--- src/rtl/ctrl_regs_bank_pkg.sv ---
// Shared constants and helpers for the control-register bank.
package ctrl_regs_bank_pkg;

  // Every register and every readback or length field is one byte wide.
  localparam int BYTE_W = 8;

  // Default channel count, matching the board's control-register map.
  localparam int N_CH_DEFAULT = 10;

  // Ceiling log2. Used to size a counter that has to hold values 0..N-1,
  // so a counter that must reach PULSE_LEN is sized with clog2(PULSE_LEN+1).
  function automatic int clog2(input int value);
    int result;
    result = 0;
    while ((1 << result) < value) begin
      result = result + 1;
    end
    return result;
  endfunction

endpackage

--- src/rtl/ctrl_reg_ch.sv ---
// One control-register channel. It holds the register byte, a counter that
// times the self-clearing pulse bits, and a flag that marks a pending
// one-byte readback message.
module ctrl_reg_ch
  import ctrl_regs_bank_pkg::*;
#(
  parameter logic [BYTE_W-1:0] RST       = '0,
  parameter logic [BYTE_W-1:0] MASK      = '0,
  parameter int                PULSE_LEN = 16
) (
  input  logic              clk,
  input  logic              n_rst,
  input  logic              wr_en,
  input  logic [BYTE_W-1:0] wr_data,
  input  logic              rdreq,
  output logic [BYTE_W-1:0] value,
  output logic              pending
);

  localparam int CW = clog2(PULSE_LEN + 1);
  localparam logic [CW-1:0] CNT_LOAD = CW'(PULSE_LEN);
  localparam logic [CW-1:0] CNT_ONE  = CW'(1);

  logic [BYTE_W-1:0] value_reg, value_next;
  logic [CW-1:0]     cnt_reg, cnt_next;
  logic              pending_reg, pending_next;

  // A write takes priority over a pulse expiring on the same edge. A write
  // with any pulse bit set (re)starts the timer; one with none cancels it.
  // A write and a pop in the same cycle leave the message pending.
  always_comb begin
    value_next   = value_reg;
    cnt_next     = cnt_reg;
    pending_next = pending_reg;

    if (cnt_reg != '0) begin
      cnt_next = cnt_reg - CNT_ONE;
      if (cnt_reg == CNT_ONE) begin
        value_next = (value_reg & ~MASK) | (RST & MASK);
      end
    end

    if (wr_en) begin
      value_next   = wr_data;
      cnt_next     = ((wr_data & MASK) != '0) ? CNT_LOAD : '0;
      pending_next = 1'b1;
    end else if (rdreq) begin
      pending_next = 1'b0;
    end
  end

  // Channel state, returned to its reset values asynchronously.
  always_ff @(posedge clk or negedge n_rst) begin
    if (!n_rst) begin
      value_reg   <= RST;
      cnt_reg     <= '0;
      pending_reg <= 1'b0;
    end else begin
      value_reg   <= value_next;
      cnt_reg     <= cnt_next;
      pending_reg <= pending_next;
    end
  end

  assign value   = value_reg;
  assign pending = pending_reg;

endmodule

--- src/rtl/ctrl_regs_bank.sv ---
// Bank of N_CH byte-wide control registers on the shared master/slave
// channel fabric. Each channel is written from the common master byte and
// answers every write with a one-byte readback of its live register value.
module ctrl_regs_bank
  import ctrl_regs_bank_pkg::*;
#(
  parameter int                     N_CH       = N_CH_DEFAULT,
  parameter logic [N_CH*BYTE_W-1:0] RST_VAL    = '0,
  parameter logic [N_CH*BYTE_W-1:0] PULSE_MASK = '0,
  parameter int                     PULSE_LEN  = 16
) (
  input  logic                     clk,
  input  logic                     n_rst,
  input  logic [BYTE_W-1:0]        master_data,
  input  logic [N_CH-1:0]          valid_bus,
  input  logic [N_CH-1:0]          rdreq_bus,
  output logic [N_CH-1:0]          have_msg_bus,
  output logic [N_CH*BYTE_W-1:0]   slave_data_bus,
  output logic [N_CH*BYTE_W-1:0]   len_bus,
  output logic [N_CH*BYTE_W-1:0]   regs_out
);

  // Reject parameter values the channel fabric and counters cannot support.
  generate
    if (N_CH < 1 || N_CH > 16) begin : g_bad_n_ch
      $error("ctrl_regs_bank: N_CH must be in 1..16");
    end
    if (PULSE_LEN < 1 || PULSE_LEN > 65535) begin : g_bad_pulse_len
      $error("ctrl_regs_bank: PULSE_LEN must be in 1..65535");
    end
  endgenerate

  genvar gi;
  generate
    for (gi = 0; gi < N_CH; gi = gi + 1) begin : g_ch
      logic [BYTE_W-1:0] ch_value;
      logic              ch_pending;

      ctrl_reg_ch #(
        .RST       (RST_VAL[gi*BYTE_W +: BYTE_W]),
        .MASK      (PULSE_MASK[gi*BYTE_W +: BYTE_W]),
        .PULSE_LEN (PULSE_LEN)
      ) u_ch (
        .clk     (clk),
        .n_rst   (n_rst),
        .wr_en   (valid_bus[gi]),
        .wr_data (master_data),
        .rdreq   (rdreq_bus[gi]),
        .value   (ch_value),
        .pending (ch_pending)
      );

      // The readback carries the live register, so it also shows pulse expiry.
      assign regs_out[gi*BYTE_W +: BYTE_W]       = ch_value;
      assign slave_data_bus[gi*BYTE_W +: BYTE_W] = ch_value;
      assign len_bus[gi*BYTE_W +: BYTE_W]        = ch_pending ? BYTE_W'(1) : '0;
      assign have_msg_bus[gi]                    = ch_pending;
    end
  endgenerate

endmodule
--- config.mk ---
export PLATFORM = sky130hd
export DESIGN_NAME = ctrl_regs_bank
export DESIGN_NICKNAME = d
export VERILOG_FILES = /design/src/rtl/ctrl_regs_bank_pkg.sv /design/src/rtl/ctrl_reg_ch.sv /design/src/rtl/ctrl_regs_bank.sv
export SDC_FILE = /design/constraint.sdc
export NUM_CORES = 1
export LEC_CHECK = 0
export ABC_CLOCK_PERIOD_IN_PS = 900
export CAP_MARGIN = 10
export CORE_UTILIZATION = 26
export CTS_CLUSTER_DIAMETER = 120
export DETAILED_ROUTE_END_ITERATION = 10
export SETUP_SLACK_MARGIN = 0.15
export SLEW_MARGIN = 20
export SYNTH_ARGS = -nofsm -noshare
export SYNTH_HDL_FRONTEND = slang
export SYNTH_HIERARCHICAL = 1
export SYNTH_SLANG_ARGS = --single-unit
--- constraint.sdc ---
create_clock -name clk -period 0.9 [get_ports clk]
set_input_delay 0.09 -clock clk [delete_from_list [all_inputs] [get_ports clk]]
set_output_delay 0.09 -clock clk [all_outputs]
set_load 0.03 [all_outputs]
* Yosys cells after proc, flatten, opt, wreduce, memory -nomap -nowiden
Cells that the tools add are included.
** Storage, ports and cells
- Register bits :: 90
- Input bits :: 30
- Output and inout port bits :: 250
- Logic and storage cells :: 60
** Cells by class
- Multiplexer cells :: 30
- Reductions and logical operators :: 10
** Operators by type and width (count)
- two-way mux 1 bit :: 30
- nonzero test 2 bit :: 10

* Depth between registers and ports, before layout
Gate-level depths: netlist of run 1.
- Depth after elaboration :: 2
- Mapped depth :: 2
- Gate-level depth less buffers :: 2

* Cells and area by module
Netlist of run 1, hierarchy kept.
** By module, submodules not included
- ctrl_reg_ch :: area each 369.1 um2, seq. area each 225.2 um2, cells an instance 20, instances 10
- ctrl_regs_bank :: area each 1280.0 um2, seq. area each 0.0 um2, cells an instance 171, instances 1

* Worst setup path after synthesis of run 1
Ideal clock, no wire load.
- Path type :: flip-flop to flip-flop
- Start point :: register, netlist name g_ch[0].u_ch/value[0]
- End point :: register g_ch[0].u_ch.value_reg[0]
- Required time :: 0.775 ns
- Library setup time :: 0.125 ns
- Setup slack :: -0.001 ns
- Path buffers :: 0
- Stages on the path, launching flop included :: 2
- Arrival :: 0.776 ns
- Clock period less this slack :: 0.901 ns
- Path through :: dfrtp_1 mux2_4
** RTL lines
- end signal: assignment :: line ctrl_reg_ch.sv:59 : value_reg <= value_next;
- end: declaration :: line ctrl_reg_ch.sv:24 : logic [BYTE_W-1:0] value_reg, value_next;

* Worst setup path after layout of run 1
- Start point :: register g_ch[1].u_ch.value_reg[2]
- End point :: output regs_out[10]
** RTL lines
- start: declaration :: line ctrl_reg_ch.sv:24
- start signal: assignment :: line ctrl_reg_ch.sv:59
- end: declaration :: line ctrl_regs_bank.sv:20 : output logic [N_CH*BYTE_W-1:0] regs_out
No word-level cell between the ends.

==> results of run 1 <==
## cell families after synthesis
| family | Yosys count | synth area share [%] |
|---|---|---|
| buf+inv | 190 | 28.69 |
| flops | 90 | 45.31 |
| other cells | 1 | 0.07544 |
| mux | 80 | 24.16 |
| compound gates | 10 | 1.762 |
## final timing paths
kind | slack, ns | end | cells after the start
setup / recovery | -0.23 | regs_out[10] | 2
hold / removal | 0.14 | g_ch[2].u_ch/pending | 3
setup reg to reg | -0.04 | g_ch[4].u_ch/value[3] | 2
hold reg to reg | 0.56 | g_ch[7].u_ch/pending | 1
max in group asynchronous | 0.36 | g_ch[5].u_ch/value[7] | 3
min in group asynchronous | 0.27 | g_ch[7].u_ch/pending | 3
## area by class of cell
class	instances	area share, %
Multi-Input combinational cell	160	19.80
Tap cell	234	3.737
Inverter	10	0.4791
Sequential cell	90	30.05
Clock buffer	10	2.922
Clock inverter	6	1.661
Timing Repair Buffer	278	41.34
## cell usage in the layout, fill, tap and decap left out
cell type / netlist / final
buf_6: 10 / 217
dfrtp_2: 0 / 82
mux2_4: 80 / 80
conb_1: 1 / 70
clkdlybuf4s50_1: 0 / 27
buf_12: 0 / 21
buf_4: 170 / 11
inv_1: 10 / 10
a21o_2: 10 / 10
clkbuf_16: 0 / 9
dfrtp_1: 90 / 8
bufinv_16: 0 / 4
clkinv_2: 0 / 2
clkbuf_1: 0 / 1
dlygate4sd3_1: 0 / 1
dlymetal6s2s_1: 0 / 1
## repair_timing
| item | in CTS | in global routing |
|---|---|---|
| endpoints found under the hold margin | 90 | 0 |
| buffers inserted | 35 | 4 |
| hold buffers | 1 | 0 |
| setup endpoints to repair | 261 | 269 |
| pin swaps | 1 | 8 |
| gates resized for setup | 211 | 9 |
## report_power, final
part           internal (mW)  switching (mW)  leakage (nW)  total, mW
sequential              4.51           0.556         0.961       5.07
combinational           2.66            2.84          2.67       5.50
clock                   2.99            1.61         0.176       4.60
## metal layers
layer  GRT usage (%)  up-vias  share of wire [%]
li1                -     1314                  -
met1           15.07     1533                 39
met2           23.79      164                 55
met3           3.077        9                5.1
met4           3.991        0                1.1
met5               0        -                  0
## tightest hold or removal path, delay by kind of cell
family	cells	cell delay (ns)
AOI/OAI and AO/OA	1	0.08
buffers and inverters	2	0.28
## per-stage QoR
step                setup TNS [ns]  utilization (%)  hold slack, ns  power, mW  std cells
floorplan                        0                -         -0.2056      8.471        440
global placement            -21.84            33.83         0.09027      9.582        732
detailed placement          -22.30            33.83         0.09541      9.614        732
CTS                         -25.29            41.57          0.2702      15.29        784
global route                -28.05            41.89          0.1592      15.71        788
finish                      -21.56            41.89          0.1449      15.17        788
==> results.yml, run 1 <==
placed_design:
  place_congestion: 0.7035
  port_buffers: 209
  pre_cts_ws_ns: -0.2940
  placed_area_um2: 6329
  dp_hpwl_mm: 8.390
global_routing:
  grt_pass1_wl_mm: 18.99
  grt_max_degree: 48
  track_usage_pct: 13.06
  grt-ovfl-total: 0
  grt_antenna_before_repair: 0
  grt_pass1_vias: 3080
floorplanning:
  die_w_um: 140.3
  core_area_um2: 18710
  num_rows: 50
  ioPinCount: 280
  die_area_um2: 19680
  start_util_pct: 26.58
  die_h_um: 140.3
final_layout:
  fillers: 1681
  syn_to_final_growth_pct: 57.61
  largest_reg_flops: 80
  multi_input_area_um2: 1551
  fin_area_um2: 7835
  finalNetCount: 579
  regArea_um2: 2355
  diodes: 0
  drive_above_1_share_pct: 78.70
power:
  leakage_nw: 3.808
  pwr_density_cell_nw_per_um2: 1936
  peakVddDrop_mv: 0.8632
timing:
  hold_violations: 0
  fin_crit_ns: 1.126
  post-route-period-util_pct: 125.1
  rsz0062_at_grt: "yes"
  fmax_ghz: 0.8879
  fin_ws_ns: -0.2263
  skew_ns: 0
  finalSetupViolCount: 217
  slew_viol_final: 0
synth:
  synth_common_cells: "170 x buf_4, 90 x dfrtp_1, 80 x mux2_4"
  synthArstFlopShare_pct: 100.0
  synthTopCellsByArea: "dfrtp_1 45%, buf_4 26%, mux2_4 24%"
  synth_edf_count: 0
  synth.distinct_cells: 7
  yosysSeqAreaShare_pct: 45.31
  yosysWarningCount: 6
  synthCells: 371
  synth-seq-cells: 90
  synth_top_area_share_pct: 45.31
  yosys.area.top_type: "dfrtp_1"
  syn_area_per_cell_um2: 13.40
  synth-main-ff-cell: "dfrtp_1"
  synth.most_common_cell: "buf_4"
  netlist_area_um2: 4971
worst_hold_path:
  holdCritPathClass: "input port to flip-flop"
  hp-start: "valid_bus[2]"
critical_path:
  cp_cell_sequence: "buf_12 -> buf_12"
  crit_buf_inv: 2
  r2r_start: "g_ch[4].u_ch/value[3]"
  cp-end-kind: "output pin"
  crit_family: "flip-flops"
  crit_required_ns: 0.81
  slowest_stage: "dfrtp_2"
  worstPathMaxFanout: 2
  slowest_delay_ns: 0.43
  cp_common_cell: "buf_12"
  path_class: "flip-flop to output pin"
  critical_path_arrival_ns: 1.04
  start_kind: "flip-flop"
  cp-startpoint: "g_ch[1].u_ch/value[2]"
job:
  maxCapViolCount: 0
detailed_routing:
  drc: 0
  vias: 3020
  drtIter0Drc: 51
  wirelength_mm: 12.76
  wl_per_cell_um: 16.19
  vias_per_cell: 3.832
  detail-route-antenna-nets: 0
  firstDrtPassIters: 4
clock_network:
  htreeDepth: 3
  numCtsBuffers: 9
  cts_sinks: 90
  clockRootBuffer: "clkbuf_16"
  cts_tree: "built"
  clk_pin_slew_worst_paths_ns: 0.06
  clockBufferDepth: 2
  clkLatencyLatePin_ns: 0.34
outcome:
  violations: "setup timing"
  status: "finished with violations"
No activity file was read; power rests on OpenSTA's default activity.
==> run 2: changes to the inputs <==
--- a/config.mk
+++ b/config.mk
@@ -8,7 +8,6 @@
 export ABC_CLOCK_PERIOD_IN_PS = 900
 export CAP_MARGIN = 10
 export CORE_UTILIZATION = 26
-export CTS_CLUSTER_DIAMETER = 120
 export DETAILED_ROUTE_END_ITERATION = 10
 export SETUP_SLACK_MARGIN = 0.15
 export SLEW_MARGIN = 20
==> results of run 2 <==
Final layout, timing and power as in run 1 (identical DEF).
